File: src/rtl/key_conditioner.sv
// Pushbutton/switch input conditioning: synchronize, debounce and edge-detect
// the active-low KEY pins; synchronize the slide switches without debounce.
module key_conditioner #(
  parameter int NUM_KEYS        = 4,
  parameter int DEBOUNCE_CYCLES = 500000,
  parameter int SW_WIDTH        = 8
) (
  input  logic                Clk,
  input  logic                Reset,
  input  logic [NUM_KEYS-1:0] key_n_in,
  input  logic [SW_WIDTH-1:0] sw_in,
  output logic [NUM_KEYS-1:0] key_n_out,
  output logic [NUM_KEYS-1:0] press_pulse,
  output logic [NUM_KEYS-1:0] release_pulse,
  output logic [SW_WIDTH-1:0] sw_out
);

  localparam int CW = (DEBOUNCE_CYCLES > 2) ? $clog2(DEBOUNCE_CYCLES) : 1;
  localparam logic [CW-1:0] CNT_MAX = CW'(DEBOUNCE_CYCLES - 1);
  localparam logic [CW-1:0] CNT_ONE = CW'(1);

  logic [NUM_KEYS-1:0]         key_s1_q, key_s1_d;
  logic [NUM_KEYS-1:0]         key_s2_q, key_s2_d;
  logic [NUM_KEYS-1:0]         stable_q, stable_d;
  logic [NUM_KEYS-1:0]         press_q, press_d;
  logic [NUM_KEYS-1:0]         release_q, release_d;
  logic [NUM_KEYS-1:0][CW-1:0] cnt_q, cnt_d;
  logic [SW_WIDTH-1:0]         sw_s1_q, sw_s1_d;
  logic [SW_WIDTH-1:0]         sw_s2_q, sw_s2_d;

  // Next-state logic for synchronizers, debounce counters and edge pulses.
  always_comb begin
    key_s1_d  = key_n_in;
    key_s2_d  = key_s1_q;
    sw_s1_d   = sw_in;
    sw_s2_d   = sw_s1_q;
    stable_d  = stable_q;
    cnt_d     = cnt_q;
    press_d   = '0;
    release_d = '0;
    for (int i = 0; i < NUM_KEYS; i++) begin
      if (key_s2_q[i] == stable_q[i]) begin
        // Any return to the accepted level, including a bounce, restarts the count.
        cnt_d[i] = '0;
      end else if (cnt_q[i] == CNT_MAX) begin
        stable_d[i]  = key_s2_q[i];
        cnt_d[i]     = '0;
        press_d[i]   = ~key_s2_q[i];
        release_d[i] = key_s2_q[i];
      end else begin
        cnt_d[i] = cnt_q[i] + CNT_ONE;
      end
    end
  end

  // State registers; keys reset to released, switches to zero.
  always_ff @(posedge Clk or posedge Reset) begin
    if (Reset) begin
      key_s1_q  <= '1;
      key_s2_q  <= '1;
      stable_q  <= '1;
      press_q   <= '0;
      release_q <= '0;
      cnt_q     <= '0;
      sw_s1_q   <= '0;
      sw_s2_q   <= '0;
    end else begin
      key_s1_q  <= key_s1_d;
      key_s2_q  <= key_s2_d;
      stable_q  <= stable_d;
      press_q   <= press_d;
      release_q <= release_d;
      cnt_q     <= cnt_d;
      sw_s1_q   <= sw_s1_d;
      sw_s2_q   <= sw_s2_d;
    end
  end

  assign key_n_out     = stable_q;
  assign press_pulse   = press_q;
  assign release_pulse = release_q;
  assign sw_out        = sw_s2_q;

endmodule

File: config.mk
export PLATFORM = sky130hd
export DESIGN_NAME = key_conditioner
export DESIGN_NICKNAME = d
export VERILOG_FILES = /design/src/rtl/key_conditioner.sv
export SDC_FILE = /design/constraint.sdc
export NUM_CORES = 1
export LEC_CHECK = 0
export ABC_CLOCK_PERIOD_IN_PS = 3810
export CAP_MARGIN = 20
export CORE_MARGIN = 3
export CORE_UTILIZATION = 58
export CTS_BUF_LIST = sky130_fd_sc_hd__clkbuf_8
export DETAILED_ROUTE_END_ITERATION = 16
export PLACE_DENSITY = 0.81
export SETUP_SLACK_MARGIN = 0.1
export SLEW_MARGIN = 10
export SYNTH_ARGS = -nofsm -noshare
export SYNTH_HDL_FRONTEND = slang
export SYNTH_SLANG_ARGS = --single-unit
File: constraint.sdc
create_clock -name Clk -period 3.81 [get_ports Clk]
set_input_delay 0.381 -clock Clk [delete_from_list [all_inputs] [get_ports Clk]]
set_output_delay 0.381 -clock Clk [all_outputs]
set_load 0.03 [all_outputs]
==> results of run 1 <==
-- state kept, by name (all words and copies together) (netlist names) --
register and cells:
sw_out 8, press_pulse 4, sw_s1_q 8, release_pulse 4, key_s1_q 4, key_s2_q 4, cnt_q 76, key_n_out 4
-- cell usage after synthesis, types with 3 or more instances --
cell	n	area (um^2)
dfrtp_1	100	2500
nor2_1	54	203
xnor2_1	31	272
nand3_1	24	120
nand2_1	23	86.3
xor2_1	22	193
nand4_1	21	131
a21oi_1	19	95.1
or3_1	14	87.6
dfstp_2	12	315
inv_1	12	45.0
or4_1	12	90.1
nor3_1	11	55.1
o21ai_0	11	55.1
nor4_1	10	62.6
clkbuf_1	9	33.8
nor3b_1	9	67.6
and3_1	8	50.1
o31ai_1	7	52.6
and4_1	5	43.8
and2_1	4	25.0
ha_1	4	50.1
buf_2	3	15.0
-- how the worst max path moves through the flow --
stage | from | end | slack [ns] | cells after the start
floorplan | Reset | cnt_q[0]$_DFF_PP0_ | 0.49 | 1
global placement | cnt_q[19]$_DFF_PP0_ | cnt_q[25]$_DFF_PP0_ | 1.65 | 5
detailed placement | cnt_q[38]$_DFF_PP0_ | cnt_q[46]$_DFF_PP0_ | 1.48 | 5
CTS | cnt_q[38]$_DFF_PP0_ | cnt_q[47]$_DFF_PP0_ | 1.49 | 5
global route | cnt_q[9]$_DFF_PP0_ | cnt_q[15]$_DFF_PP0_ | 1.53 | 5
finish | cnt_q[9]$_DFF_PP0_ | cnt_q[13]$_DFF_PP0_ | 1.65 | 5
-- power by group --
part / switching (mW) / leakage [nW] / internal (mW)
Combinational: 0.0566 / 0.622 / 0.0344
Clock: 0.408 / 0.0980 / 0.253
Sequential: 0.0179 / 1.48 / 1.21
Total: 0.482 / 2.20 / 1.50
-- placed cells by master, fill, tap and decap left out, types with 7 or more instances in the layout --
cell / n
dfrtp_1: 100
nor2_1: 54
clkdlybuf4s50_1: 33
xnor2_1: 31
nand3_1: 24
nand2_1: 23
xor2_1: 22
nand4_1: 21
a21oi_1: 19
or3_1: 14
or4_1: 12
dfstp_2: 12
inv_1: 11
o21ai_0: 11
nor3_1: 11
nor4_1: 10
nor3b_1: 9
clkbuf_8: 9
and3_1: 8
o31ai_1: 7
-- worst max-delay path, stage by stage, from the launching register on --
cell and delay, ns:
dfrtp_1 0.46, nor4_1 0.30, nand4_1 0.17, o41ai_2 0.77, buf_4 0.30, nor2_1 0.07
-- through the flow --
stage          area (um^2)  power, mW  hold slack (ns)
2_1_floorplan         4860       1.30            0.331
3_3_place_gp          5290       1.34            0.332
3_5_place_dp          5290       1.35            0.335
4_1_cts               5480       2.01            0.360
5_1_grt               5500       2.07            0.369
6_report              5500       1.98            0.358
-- cell type report --
class / instances / area [um^2]
flip-flops and latches: 112 / 2820
fillers: 585 / 2430
multi-input cells: 309 / 1960
repair buffers: 37 / 360
well taps: 102 / 128
clock buffers: 9 / 124
clock inverters: 7 / 62.6
inverters: 12 / 47.5
-- metal layers --
layer | wire (um) | share of wire (%)
met5 | 0 | 0
met1 | 4080 | 46
met3 | 395 | 4.4
met2 | 4360 | 49
met4 | 113 | 1.3
-- cells by family (layout without fill, tap and decap cells) --
family	after synthesis	count (layout)	share of synthesized area, %
buffers and inverters	24	65	1.93
XOR/XNOR	53	53	9.56
AND/OR/NAND/NOR	206	206	23.2
adder cells (fa/ha/maj)	4	4	1.03
multiplexers	4	4	0.928
flip-flops	112	112	58.0
AO/OA/AOI/OAI	42	42	5.31
==> flow_summary.json, run 1 <==
{
  "firstDrtPassIters": 4,
  "grt.met1_usage_pct": 27.0,
  "reg2reg_depth": 5,
  "setup_viol": 0,
  "whs_path_depth": 0,
  "h-tree-depth": 3,
  "grt_use_total_pct": 20.0,
  "timing.fmax_ghz": 0.462,
  "utilization_pct": 69.3,
  "placed_cells": 571,
  "peakVddDrop_mv": 0.235,
  "synth_area_um2": 4860,
  "tightest_slew_ns": 0.901,
  "nets": 499,
  "finClkSkew_ns": 0.00798,
  "drt-initial-drc-count": 145,
  "fin_setup_tns_ns": 0,
  "cts_tree": "yes",
  "syn_area_per_cell_um2": 10.9,
  "wl_per_cell_um": 15.2,
  "max_slew_margin_pct": 39.9,
  "required_ns": 4.07,
  "clk_latency_ns": 0.36,
  "ys_ff_latch": 112,
  "num_rows": 32,
  "dp_slack_ns": 1.48,
  "n_antenna_cell": 0,
  "synth_cells": 445,
  "synth_fp_nets": 463,
  "ys_types": 37,
  "drive_above_1_share_pct": 8.85,
  "cts_max_path_buffers": 2,
  "powerDensity_nw_per_um2": 361,
  "coreArea_um2": 7930,
  "antenna_found_initial": 0,
  "grt_overflow": 0,
  "setup.worst_path.start_class": "flip-flop",
  "ant_nets": 0,
  "max_cap_viol_count": 0,
  "grt_pass1_wl_um": 15900,
  "min_from": "sw_s1_q[5]$_DFF_PP0_",
  "yosys_warnings": 0,
  "drt_wl_total_um": 8950,
  "top_usage_layer": "met2",
  "async_flop_share_pct": 100,
  "grt_pass1_vias": 3515,
  "grtUsageMet3_pct": 5.60,
  "die_x_um": 97.5,
  "stdcell_count": 588,
  "grt_max_degree": 78,
  "root_buffer": "clkbuf_8",
  "synth-main-ff-cell": "dfrtp_1",
  "crit_path_end_kind": "flip-flop",
  "num_vias": 3404,
  "leakage_nw": 2.20,
  "gp_routability_congestion": 0.867,
  "path_class": "reg -> reg",
  "synth_edf_count": 0,
  "gr-usage-met2_pct": 31.7,
  "die_h_um": 97.5,
  "post_cts.repair.setup_buffers": 0,
  "period_needed_ns": 2.16,
  "port_buffers": 33,
  "hp-class": "reg -> reg",
  "dieArea_um2": 9510,
  "r2r-end": "cnt_q[13]$_DFF_PP0_",
  "hold_violations": 0,
  "status": "completed",
  "r2r_start": "cnt_q[9]$_DFF_PP0_",
  "drc_errors": 0,
  "clock_sinks": 112,
  "finalMaxSlewViolations": 0,
  "arrival_ns": 2.42,
  "seq_area_frac_synth_pct": 58.0,
  "rsz0062_at_grt": "no",
  "clk_pin_slew_ns": 0.10,
  "rrSetupSlack_ns": 1.65,
  "via_per_inst": 5.79,
  "initial_core_util_pct": 61.3,
  "hold_buffers": 0,
  "hold_end": "sw_out[5]$_DFF_PP0_",
  "dp_hpwl_um": 6260,
  "numCtsBuffers": 9,
  "cts_resized": 0,
  "ioPinCount": 34,
  "worst_slack_ns": 1.65,
  "syn_to_final_growth_pct": 13.2,
  "finalCritPeriodShare_pct": 56.8,
  "cp_max_fo": 10
}
Note: power is estimated with default switching activity, not from simulation.
==> run 2, diff against run 1 <==
--- a/config.mk
+++ b/config.mk
@@ -5,13 +5,13 @@
 export SDC_FILE = /design/constraint.sdc
 export NUM_CORES = 1
 export LEC_CHECK = 0
-export ABC_CLOCK_PERIOD_IN_PS = 3810
+export ABC_CLOCK_PERIOD_IN_PS = 1900
 export CAP_MARGIN = 20
 export CORE_MARGIN = 3
-export CORE_UTILIZATION = 58
+export CORE_UTILIZATION = 55
 export CTS_BUF_LIST = sky130_fd_sc_hd__clkbuf_8
 export DETAILED_ROUTE_END_ITERATION = 16
-export PLACE_DENSITY = 0.81
+export PLACE_DENSITY = 0.8
 export SETUP_SLACK_MARGIN = 0.1
 export SLEW_MARGIN = 10
 export SYNTH_ARGS = -nofsm -noshare
==> constraint.sdc (replaced) <==
create_clock -name Clk -period 1.9 [get_ports Clk]
set_input_delay 0.19 -clock Clk [delete_from_list [all_inputs] [get_ports Clk]]
set_output_delay 0.19 -clock Clk [all_outputs]
set_load 0.03 [all_outputs]
==> flow_summary.json, run 2 (synthesis results as in run 1) <==
{
  "holdWs_ns": 0.197,
  "nets": 551,
  "finClkSkew_ns": 0.0132,
  "clk_pin_slew_ns": 0.11,
  "root_buffer": "clkbuf_8",
  "dp_slack_ns": 0.00333,
  "clk_latency_ns": 0.38,
  "coreArea_um2": 8380,
  "num_vias": 3757,
  "p_sw_mw": 1.01,
  "setup_viol": 0,
  "rsz0062_at_grt": "yes",
  "cts_max_path_buffers": 2,
  "initial_core_util_pct": 57.9,
  "wl_per_cell_um": 16.9,
  "top_register": "cnt_q",
  "grt_max_degree": 113,
  "period_needed_ns": 1.84,
  "slowest_delay_ns": 0.55,
  "grt_pass1_vias": 3691,
  "tightest_slew_ns": 0.593,
  "placed_cells": 602,
  "grt_overflow": 0,
  "hold_violations": 0,
  "ioPinCount": 34,
  "fill_cells": 542,
  "cts_tree": "yes",
  "clock_power_share_pct": 33.0,
  "antenna_found_initial": 0,
  "required_ns": 2.21,
  "crit_slowest_cell": "or4_4",
  "grt_pass1_wl_um": 16800,
  "finalMaxSlewViolations": 0,
  "stdcell_count": 643,
  "finalCritPeriodShare_pct": 97.0,
  "leakage_nw": 2.52,
  "hp-class": "in -> reg",
  "final_common_cell": "dfrtp_1",
  "powerDensity_nw_per_um2": 661,
  "power_frac_seq_pct": 61.0,
  "dp_hpwl_um": 6610,
  "switching_share_pct": 24.8,
  "grt_use_total_pct": 21.0,
  "p_int_mw": 3.05,
  "arrival_ns": 2.15,
  "die_x_um": 100,
  "max_slew_margin_pct": 60.5,
  "rrSetupSlack_ns": 0.06,
  "n_antenna_cell": 0,
  "worst_slack_ns": 0.0571,
  "critPathTopFamily": "simple AND/OR/NAND/NOR gates",
  "num_rows": 33,
  "max_cap_viol_count": 0,
  "drive_above_1_share_pct": 24.7,
  "worstPathCellList": "nand4_2 > or4_4 > or4_1 > a21oi_1",
  "combPwrFrac_pct": 6.0,
  "port_buffers": 33,
  "utilization_pct": 73.2,
  "numCtsBuffers": 9,
  "crit_path_end_kind": "flip-flop",
  "status": "completed",
  "timing.fmax_ghz": 0.543,
  "clock_sinks": 112,
  "crit_buf_inv": 0,
  "drc_errors": 0,
  "via_per_inst": 5.84,
  "dieArea_um2": 9990,
  "firstDrtPassIters": 4,
  "fin_setup_tns_ns": 0,
  "largest_reg_flops": 76,
  "cp_max_fo": 7,
  "gp_routability_congestion": 0.859,
  "die_h_um": 100,
  "drt_wl_total_um": 10800,
  "h-tree-depth": 3,
  "peakVddDrop_mv": 0.547,
  "layout_common_cells": "dfrtp_1, nor2_1, buf_4",
  "syn_to_final_growth_pct": 26.3,
  "path_class": "reg -> reg",
  "drt-initial-drc-count": 167,
  "hold_buffers": 0,
  "ant_nets": 0,
  "setup.worst_path.start_class": "flip-flop"
}
==> run 2: cell types whose count changed in the layout (fill, tap and decap cells not counted), sizes merged <==
cell           change
buf               +52
clkdlybuf4s50      -4
dlygate4sd2        +4
clkinv             -1
clkinvlp           +1
==> run 2: final cells by class <==
class | count | area, um^2 | area share (%)
Sequential cell | 112 | 2830 | 46.1
Multi-Input combinational cell | 309 | 2160 | 35.2
Timing Repair Buffer | 89 | 774 | 12.6
Tap cell | 105 | 131 | 2.14
Clock buffer | 9 | 124 | 2.02
Clock inverter | 7 | 63.8 | 1.04
Inverter | 12 | 48.8 | 0.796
==> run 2: metrics by stage <==
stage / cell area (um^2) / power (mW)
finish: 6130 / 4.06
global route: 6130 / 4.23
CTS: 5850 / 4.08
detailed placement: 5560 / 2.72
global placement: 5560 / 2.72
floorplan: 4910 / 2.62
==> run 2: final timing paths <==
path / start / to / cells after the start
max: cnt_q[24]$_DFF_PP0_ / cnt_q[36]$_DFF_PP0_ / 4
min: key_n_in[2] / key_s1_q[2]$_DFF_PP1_ / 1
max in group asynchronous: Reset / cnt_q[57]$_DFF_PP0_ / 3
min in group asynchronous: Reset / sw_s1_q[6]$_DFF_PP0_ / 3
max reg2reg: cnt_q[24]$_DFF_PP0_ / cnt_q[36]$_DFF_PP0_ / 4
min reg2reg: sw_s1_q[7]$_DFF_PP0_ / sw_out[7]$_DFF_PP0_ / 0
==> run 2: repair_timing <==
item | in CTS | in global routing
resized for setup | 18 | 37
gates cloned | 0 | 2
setup endpoints to repair | 18 | 48
setup buffers | 5 | 18
pin swaps | 2 | 13
==> run 2: worst reg2reg max path, cell delays in order, from the launching register on <==
cell and delay (ns):
dfrtp_1 0.47, nand4_2 0.13, or4_4 0.55, or4_1 0.49
a21oi_1 0.13
==> run 2: layer usage <==
| layer | share of wire [%] | wire length, um | global-route usage, % |
|---|---|---|---|
| met1 | 42 | 4570 | 27.2 |
| met3 | 4.4 | 480 | 4.93 |
| met5 | 0 | 0 | 0 |
| met4 | 2.0 | 215 | 7.67 |
| met2 | 51 | 5580 | 34.8 |
==> run 2: power by group through the flow <==
| stage | registers (mW) | logic, mW | clock network [mW] |
|---|---|---|---|
| after floorplan | 2.53 | 0.0960 | 0 |
| after global placement | 2.51 | 0.203 | 0 |
| after detailed placement | 2.52 | 0.207 | 0 |
| after CTS | 2.47 | 0.224 | 1.39 |
| after global routing | 2.48 | 0.266 | 1.48 |
| final | 2.47 | 0.242 | 1.34 |
==> run 3, diff against run 2 <==
--- a/config.mk
+++ b/config.mk
@@ -5,13 +5,13 @@
 export SDC_FILE = /design/constraint.sdc
 export NUM_CORES = 1
 export LEC_CHECK = 0
-export ABC_CLOCK_PERIOD_IN_PS = 1900
+export ABC_CLOCK_PERIOD_IN_PS = 1600
 export CAP_MARGIN = 20
 export CORE_MARGIN = 3
-export CORE_UTILIZATION = 55
+export CORE_UTILIZATION = 30
 export CTS_BUF_LIST = sky130_fd_sc_hd__clkbuf_8
 export DETAILED_ROUTE_END_ITERATION = 16
-export PLACE_DENSITY = 0.8
+export PLACE_DENSITY = 0.5
 export SETUP_SLACK_MARGIN = 0.1
 export SLEW_MARGIN = 10
 export SYNTH_ARGS = -nofsm -noshare
==> constraint.sdc (replaced) <==
create_clock -name Clk -period 1.6 [get_ports Clk]
set_input_delay 0.16 -clock Clk [delete_from_list [all_inputs] [get_ports Clk]]
set_output_delay 0.16 -clock Clk [all_outputs]
set_load 0.03 [all_outputs]
==> flow_summary.json, run 3 (synthesis results as in run 1) <==
{
  "finalMaxSlewViolations": 0,
  "firstDrtPassIters": 4,
  "numCtsBuffers": 9,
  "dieArea_um2": 17700,
  "period_needed_ns": 1.78,
  "whs_path_depth": 1,
  "top_register": "cnt_q",
  "syn_to_final_growth_pct": 55.0,
  "grt.met1_usage_pct": 16.5,
  "utilization_pct": 48.4,
  "gr-usage-met2_pct": 21.8,
  "worstPathCellList": "buf_6 > nand2_1 > buf_4 > or4_4 > or3_1 > a21oi_2",
  "die_x_um": 133,
  "drc_errors": 0,
  "grt_max_degree": 59,
  "crit_path_end_kind": "flip-flop",
  "min_from": "key_n_in[2]",
  "path_class": "reg -> reg",
  "crit_slowest_cell": "or4_4",
  "top_usage_layer": "met2",
  "port_buffers": 33,
  "rrSetupSlack_ns": -0.18,
  "powerDensity_nw_per_um2": 668,
  "hold_violations": 0,
  "timing.fmax_ghz": 0.561,
  "grt_use_total_pct": 13.1,
  "cts_tree": "yes",
  "cts_max_path_buffers": 2,
  "fill_cells": 1426,
  "antenna_found_initial": 0,
  "setup_viol": 53,
  "grtUsageMet3_pct": 4.19,
  "dp_slack_ns": -0.239,
  "dp_hpwl_um": 7260,
  "r2r-end": "cnt_q[37]$_DFF_PP0_",
  "drt_wl_total_um": 11600,
  "num_vias": 3943,
  "coreArea_um2": 15500,
  "r2r_start": "cnt_q[29]$_DFF_PP0_",
  "total_power_mw": 5.03,
  "ioPinCount": 34,
  "n_antenna_cell": 0,
  "grt_pass1_vias": 4098,
  "leakage_nw": 3.08,
  "root_buffer": "clkbuf_8",
  "reg2reg_depth": 6,
  "violations": "negative setup slack",
  "stdcell_count": 831,
  "worst_slack_ns": -0.182,
  "max_cap_viol_count": 0,
  "status": "finished with violations",
  "initial_core_util_pct": 31.2,
  "cp_max_fo": 4,
  "wl_per_cell_um": 13.9,
  "via_per_inst": 4.74,
  "slowest_delay_ns": 0.54,
  "drt-initial-drc-count": 135,
  "crit_buf_inv": 2,
  "max_slew_margin_pct": 69.4,
  "num_rows": 45,
  "grt_overflow": 0,
  "required_ns": 1.92,
  "layout_common_cells": "buf_4, dfrtp_1, xnor2_1, buf_6, nor2_2",
  "finalCritPeriodShare_pct": 111,
  "clk_pin_slew_ns": 0.12,
  "h-tree-depth": 3,
  "largest_reg_flops": 76,
  "placed_cells": 778,
  "hp-class": "in -> reg",
  "ant_nets": 0,
  "clk_latency_ns": 0.39,
  "hold_end": "key_s1_q[2]$_DFF_PP1_",
  "setup.worst_path.start_class": "flip-flop",
  "nets": 633,
  "hold_buffers": 0,
  "final_common_cell": "buf_4",
  "gp_routability_congestion": 0.819,
  "arrival_ns": 2.11,
  "peakVddDrop_mv": 0.648,
  "rsz0062_at_grt": "yes",
  "drive_above_1_share_pct": 50.3,
  "grt_pass1_wl_um": 19200,
  "die_h_um": 133,
  "tightest_slew_ns": 0.458,
  "clock_sinks": 112,
  "finClkSkew_ns": 0.0104,
  "critPathTopFamily": "simple AND/OR/NAND/NOR gates"
}
## run 3: cell types whose count changed in the layout (fill, tap and decap cells not counted), sizes merged
cell	before	now
buf	56	140
clkdlybuf4s50	29	13
dlygate4sd2	4	16
clkbuf	9	10
clkdlybuf4s15	0	1
clkinv	2	3
inv	16	15
## run 3: how the worst max path moves through the flow
stage,startpoint,to,cells past startpoint
3_3_place_gp,cnt_q[30]$_DFF_PP0_,key_n_out[1]$_DFFE_PP1P_,4
3_5_place_dp,cnt_q[30]$_DFF_PP0_,key_n_out[1]$_DFFE_PP1P_,4
6_report,cnt_q[29]$_DFF_PP0_,cnt_q[37]$_DFF_PP0_,6
4_1_cts,cnt_q[29]$_DFF_PP0_,cnt_q[37]$_DFF_PP0_,6
5_1_grt,cnt_q[29]$_DFF_PP0_,cnt_q[35]$_DFF_PP0_,6
2_1_floorplan,cnt_q[24]$_DFF_PP0_,cnt_q[36]$_DFF_PP0_,5
## run 3: power breakdown
| group | internal, mW | switching [mW] |
|---|---|---|
| clock network | 0.624 | 1.08 |
| logic | 0.188 | 0.205 |
| registers | 2.89 | 0.0369 |
## run 3: metal layers
| metal | part of all wire [%] | wire length [um] | up-vias |
|---|---|---|---|
| li1 | - | - | 1919 |
| met1 | 44 | 5070 | 1962 |
| met2 | 51 | 5900 | 44 |
| met3 | 3.5 | 410 | 18 |
| met4 | 1.6 | 187 | 0 |
| met5 | 0 | 0 | - |
## run 3: layout make-up
type | count | area [um^2] | share of cell area (%)
Timing Repair Buffer | 171 | 1490 | 19.8
Clock buffer | 9 | 124 | 1.65
Clock inverter | 7 | 78.8 | 1.05
Multi-Input combinational cell | 309 | 2700 | 35.9
Inverter | 12 | 48.8 | 0.648
Tap cell | 211 | 264 | 3.51
Sequential cell | 112 | 2820 | 37.5
## run 3: per-stage QoR
stage / hold WS [ns] / TNS (ns) / instance area [um^2]
finish: 0.165 / -2.62 / 7530
floorplan: 0.164 / -2.59 / 5090
CTS: 0.133 / -2.93 / 7140
global route: 0.119 / -8.54 / 7530
detailed placement: 0.335 / -4.21 / 6370
global placement: 0.333 / -3.30 / 6370
## run 3: timing repair
item,CTS,global route
buffers inserted,21,13
resized for setup,141,69
cloned,2,1
pin swaps,52,33
endpoints found under the setup margin,101,85
